[src/rtl/mem_burst_arbiter.sv]
// Line-level I/D arbiter that turns whole-line requests into beat bursts on the memory port.
// Optional ARB_ROUND_ROBIN_EN: alternate grants on simultaneous requests (default: D over I).
module mem_burst_arbiter #(
  parameter int ADDR_W  = 32,
  parameter int LINE_W  = 256,
  parameter int BURST_W = 64
) (
  input  logic              clk,
  input  logic              rst,
  input  logic              i_read,
  input  logic [ADDR_W-1:0] i_addr,
  output logic [LINE_W-1:0] i_rdata,
  output logic              i_resp,
  input  logic              d_read,
  input  logic              d_write,
  input  logic [ADDR_W-1:0] d_addr,
  input  logic [LINE_W-1:0] d_wdata,
  output logic [LINE_W-1:0] d_rdata,
  output logic              d_resp,
  output logic              mem_read,
  output logic              mem_write,
  output logic [ADDR_W-1:0] mem_address,
  output logic [BURST_W-1:0] mem_wdata,
  input  logic [BURST_W-1:0] mem_rdata,
  input  logic              mem_resp
);
  localparam int BEATS = LINE_W / BURST_W;
  localparam int CNT_W = $clog2(BEATS);
  localparam int OFF_W = $clog2(LINE_W / 8);

  localparam logic [1:0] IDLE  = 2'd0;
  localparam logic [1:0] READ  = 2'd1;
  localparam logic [1:0] WRITE = 2'd2;
  localparam logic [1:0] DONE  = 2'd3;

  localparam logic OWN_I = 1'b0;
  localparam logic OWN_D = 1'b1;

  logic [1:0]        state;
  logic [CNT_W-1:0]  cnt;
  logic              owner;
  logic [ADDR_W-1:0] addr_q;
  logic [LINE_W-1:0] wline;
  logic [LINE_W-1:0] rbuf;
  logic              d_req;
  logic              grant_d;
  logic [ADDR_W-1:0] sel_addr;
  logic              last_beat;
  logic              unused_addr_bits;

  assign d_req     = d_read | d_write;
  assign last_beat = (cnt == CNT_W'(BEATS - 1));
  assign sel_addr  = grant_d ? d_addr : i_addr;
  assign unused_addr_bits = ^sel_addr[OFF_W-1:0];

`ifdef ARB_ROUND_ROBIN_EN
  logic last_owner;

  // On a tie the side that was not served most recently wins.
  assign grant_d = d_req & (~i_read | (last_owner == OWN_I));

  always_ff @(posedge clk or negedge rst) begin
    if (!rst)               last_owner <= OWN_D;
    else if (state == DONE) last_owner <= owner;
  end
`else
  assign grant_d = d_req;
`endif

  always_ff @(posedge clk or negedge rst) begin
    if (!rst) begin
      state  <= IDLE;
      cnt    <= '0;
      owner  <= OWN_I;
      addr_q <= '0;
      wline  <= '0;
      rbuf   <= '0;
    end else begin
      case (state)
        IDLE: begin
          if (d_req | i_read) begin
            owner  <= grant_d ? OWN_D : OWN_I;
            addr_q <= {sel_addr[ADDR_W-1:OFF_W], {OFF_W{1'b0}}};
            wline  <= d_wdata;
            // A write request wins over a simultaneous read from the D-side.
            state  <= (grant_d & d_write) ? WRITE : READ;
          end
        end
        READ: begin
          if (mem_resp) begin
            rbuf[cnt*BURST_W +: BURST_W] <= mem_rdata;
            if (last_beat) state <= DONE;
            else           cnt   <= cnt + 1'b1;
          end
        end
        WRITE: begin
          if (mem_resp) begin
            if (last_beat) state <= DONE;
            else           cnt   <= cnt + 1'b1;
          end
        end
        default: begin
          cnt   <= '0;
          state <= IDLE;
        end
      endcase
    end
  end

  assign mem_read    = (state == READ);
  assign mem_write   = (state == WRITE);
  assign mem_address = addr_q;
  assign mem_wdata   = (state == WRITE) ? wline[cnt*BURST_W +: BURST_W] : '0;
  assign i_resp      = (state == DONE) & (owner == OWN_I);
  assign d_resp      = (state == DONE) & (owner == OWN_D);
  assign i_rdata     = i_resp ? rbuf : '0;
  assign d_rdata     = d_resp ? rbuf : '0;
endmodule

[config.mk]
export PLATFORM = sky130hd
export DESIGN_NAME = mem_burst_arbiter
export DESIGN_NICKNAME = d
export VERILOG_FILES = /design/src/rtl/mem_burst_arbiter.sv
export SDC_FILE = /design/constraint.sdc
export NUM_CORES = 1
export LEC_CHECK = 0
export CORE_AREA = 2 2 386 388
export DETAILED_ROUTE_END_ITERATION = 10
export DIE_AREA = 0 0 388 390
export SLEW_MARGIN = 20
export SYNTH_ARGS = -nofsm -noshare
export SYNTH_HDL_FRONTEND = slang
export SYNTH_SLANG_ARGS = --single-unit
[constraint.sdc]
create_clock -name clk -period 6.15 [get_ports clk]
set_input_delay 1.23 -clock clk [delete_from_list [all_inputs] [get_ports clk]]
set_output_delay 1.23 -clock clk [all_outputs]
set_load 0.05 [all_outputs]
==> results.toml <==
[drt]
num_vias = 21080
drt_first_pass_iters = 4
routed_wirelength_um = 130000
post_detailed_route_drc_marker_count = 0
first_iter_violations = 1306
drt.antenna.violating_nets = 0
wl_per_cell_um = 26.4
route.detailed.vias_per_inst = 4.27

[clocking]
clock_latency_at_the_later_pin_of_the_worst_skew_pair_ps = 670
cts_hold_buffers = 0
cts-resized-gates = 0
cts.reportedPaths.clkPinSlew_ps = 60
cts_root_buffer = "sky130_fd_sc_hd__clkbuf_16"
ctsLongestPathBuffers = 3
cts_tree = "built"
postCtsSetupRepairBufs = 0
cts_inserted_buffers = 71
cts_num_sinks = 544
htree_levels = 3

[floorplanning]
coreArea_mm2 = 0.147
total_number_of_placement_rows = 141
fp.dieH_um = 390
die_area_mm2 = 0.151
start_util = 0.175
floorplan.io_pins = 1002
chipWidth_um = 388

[global_route]
largest_net_degree_at_the_start_of_global_routing = 260
grt_pass1_wl_um = 177000
total_routing_usage_reported_by_global_routing = 0.167
vias_in_the_first_global_route = 21446
grt.overflow.total = 0
grt_antenna_before_repair = 40

[placed_design]
dp.final_hpwl_um = 99300
port-buffer-count = 986
preCtsSetupSlack_ps = 1970
gp_congestion = 0.819

[synth]
synth_seq_cells = 544
synth_area_per_cell_um2 = 12.7
post_synth_num_cell_types = 35
synth_enable_flop_cells = 0
postSynth.asyncResetShare = 1.00
synth.yosys.seq_area_share = 0.529
syn-instance-count = 2031
synth-main-ff-cell = "sky130_fd_sc_hd__dfrtp_1"
syn-cell-area_mm2 = 0.0257
synth.yosys.warnings = 0

[critical_path]
crit_slowest_cell = "sky130_fd_sc_hd__clkdlybuf4s50_1"
critical_path.max_fanout = 207
timing.critical_path.cells = "ha_4, buf_12, buf_16, and3_1, clkdlybuf4s50_1"
worst-endpoint-arrival_ps = 3590
cp_data_required_time_ps = 4920
cp-end-kind = "output pin"
cp_slowest_stage_delay_ps = 870
timing_worst_setup_path_type = "reg -> out"
startpoint_type = "flop"

[power_and_ir_drop]
switching_share = 0.396
internal_power_mw = 10.7
power.share.sequential = 0.333
worst_ir_drop_vdd_uv = 279
totalPowerFinal_mw = 17.7
power.net_switching_mw = 7.00
p_leak_nw = 17.1
power.density_cell_area_mw_per_mm2 = 441
p_clk_frac = 0.246
comb_power_share = 0.420

[sta]
finalWorstSetupSlack_ps = 1330
headroom_to_the_max_slew_limit = 0.256
timing_max_transition_violations_final = 0
timing.final.hold_violations = 0
skew_ps = 47.3
grt_setup_unrepaired = "no"
max_freq_ghz = 0.207
timing.final.crit_share = 0.784
fin_tns_setup_ps = 0
period_needed_ps = 4820
final_report_setup_violation_count = 0
tightestPinTransition_ps = 1120

[layout]
layout-drive-gt1-share = 0.165
synthToLayoutAreaGrowth_pct = 55.7
num-nets-final = 3328

[status]
run_status = "complete, no violations"

[flow_run]
maxCapViolCount = 0

[min_path]
worstHoldPathType = "reg -> reg"
cell usage in the layout (no fill, tap or decap), types with 3 or more instances in the layout:
cell type | Yosys | routed
sky130_fd_sc_hd__a22o_1 | 256 | 256
sky130_fd_sc_hd__and2_1 | 321 | 321
sky130_fd_sc_hd__and3_1 | 257 | 256
sky130_fd_sc_hd__buf_12 | 0 | 12
sky130_fd_sc_hd__buf_4 | 16 | 24
sky130_fd_sc_hd__bufinv_16 | 0 | 6
sky130_fd_sc_hd__clkbuf_1 | 119 | 16
sky130_fd_sc_hd__clkbuf_16 | 0 | 74
sky130_fd_sc_hd__clkbuf_8 | 0 | 8
sky130_fd_sc_hd__clkdlybuf4s50_1 | 0 | 984
sky130_fd_sc_hd__clkinv_2 | 0 | 9
sky130_fd_sc_hd__clkinv_4 | 0 | 4
sky130_fd_sc_hd__clkinvlp_4 | 0 | 3
sky130_fd_sc_hd__conb_1 | 1 | 5
sky130_fd_sc_hd__dfrtp_1 | 544 | 541
sky130_fd_sc_hd__dfrtp_4 | 0 | 3
sky130_fd_sc_hd__diode_2 | 0 | 18
sky130_fd_sc_hd__ha_1 | 9 | 7
sky130_fd_sc_hd__inv_1 | 6 | 6
sky130_fd_sc_hd__inv_6 | 0 | 4
sky130_fd_sc_hd__mux2_2 | 257 | 257
sky130_fd_sc_hd__mux2i_1 | 29 | 29
sky130_fd_sc_hd__mux4_2 | 64 | 64
sky130_fd_sc_hd__nand2_1 | 30 | 30
sky130_fd_sc_hd__nand3_4 | 0 | 4
sky130_fd_sc_hd__nor2_1 | 3 | 3
sky130_fd_sc_hd__o21ai_0 | 28 | 28
worst max-delay path: cells and delay by family (launching register included):
kind,cells,cell delay [ps]
adder cells (fa/ha/maj),1,170
buffers and inverters,3,1510
flip-flops,1,420
AND/OR/NAND/NOR,1,490
synthesized netlist by cell type, types with 2 or more instances:
cell type / instances / area, um2
sky130_fd_sc_hd__mux2i_1: 29 / 290
sky130_fd_sc_hd__nor3_2: 2 / 20.0
sky130_fd_sc_hd__nor2_1: 3 / 11.3
sky130_fd_sc_hd__inv_1: 6 / 22.5
sky130_fd_sc_hd__o22ai_1: 2 / 12.5
sky130_fd_sc_hd__dfrtp_1: 544 / 13600
sky130_fd_sc_hd__nand3_1: 4 / 20.0
sky130_fd_sc_hd__o21ai_0: 28 / 140
sky130_fd_sc_hd__a22o_1: 256 / 2240
sky130_fd_sc_hd__buf_1: 6 / 22.5
sky130_fd_sc_hd__mux2_2: 257 / 2890
sky130_fd_sc_hd__buf_2: 37 / 185
sky130_fd_sc_hd__nor4_2: 2 / 25.0
sky130_fd_sc_hd__ha_1: 9 / 113
sky130_fd_sc_hd__buf_6: 24 / 270
sky130_fd_sc_hd__clkbuf_1: 119 / 447
sky130_fd_sc_hd__mux4_2: 64 / 1440
sky130_fd_sc_hd__nand2_1: 30 / 113
sky130_fd_sc_hd__nor2b_1: 2 / 12.5
sky130_fd_sc_hd__and3_1: 257 / 1610
sky130_fd_sc_hd__and2_1: 321 / 2010
sky130_fd_sc_hd__buf_4: 16 / 120
path summary, 6_finish.rpt:
path	start	to	depth (start not counted)	slack, ps
worst max-delay path	state[1]	d_rdata[206]	5	1330
worst min-delay path	mem_address[14]	mem_address[14]	2	480
worst max register to register	cnt[0]	rbuf[36]	7	2660
worst min register to register	mem_address[14]	mem_address[14]	2	480
max in group asynchronous	rst	wline[79]	2	4200
min in group asynchronous	rst	wline[163]	1	670
power groups by stage:
| stage | clock network (mW) | logic (mW) | registers [mW] |
|---|---|---|---|
| finish | 4.35 | 7.43 | 5.89 |
| global route | 4.63 | 7.89 | 6.05 |
| CTS | 4.50 | 7.57 | 5.89 |
| detailed placement | 0 | 7.56 | 5.95 |
| global placement | 0 | 7.46 | 5.90 |
| floorplan | 0 | 4.93 | 5.68 |
registers in the layout, summed over array words and instances (netlist names):
register / cells
owner: 1
rbuf: 256
cnt: 2
mem_address: 27
state: 2
wline: 256
cell type report:
type / count / area, um2
clock inverter: 30 / 399
multi-input combinational: 1282 / 11200
clock buffer: 98 / 2020
sequential: 544 / 13600
fill: 15337 / 107000
inverter: 7 / 26.3
antenna: 18 / 45.0
tap: 1930 / 2410
timing repair buffer: 1023 / 10300
per-layer routing:
layer | vias to the layer above | part of all wire | global-route usage
li1 | 9168 | - | -
met1 | 10757 | 0.39 | 0.198
met2 | 924 | 0.47 | 0.268
met3 | 211 | 0.092 | 0.0653
met4 | 20 | 0.040 | 0.0686
met5 | - | 0.00089 | 0
stage by stage:
stage                     instance area (um2)  instances  hold slack (ps)  utilization
after floorplan                         25700       2035              474            -
after global placement                  37500       4784              462        0.255
after detailed placement                37500       4784              469        0.255
after CTS                               39900       4912              481        0.272
after global routing                    40000       4924              507        0.272
final                                   40000       4932              479        0.272
logic make-up after synthesis:
family / count (synthesis) / share of synthesized area
other: 1 / 0.000146
AND/OR/NAND/NOR: 627 / 0.150
buffers and inverters: 209 / 0.0416
multiplexers: 350 / 0.180
flip-flops: 544 / 0.529
adder cells (fa/ha/maj): 9 / 0.00438
AO/OA/AOI/OAI: 291 / 0.0947
(Power assumes the default switching activity.)
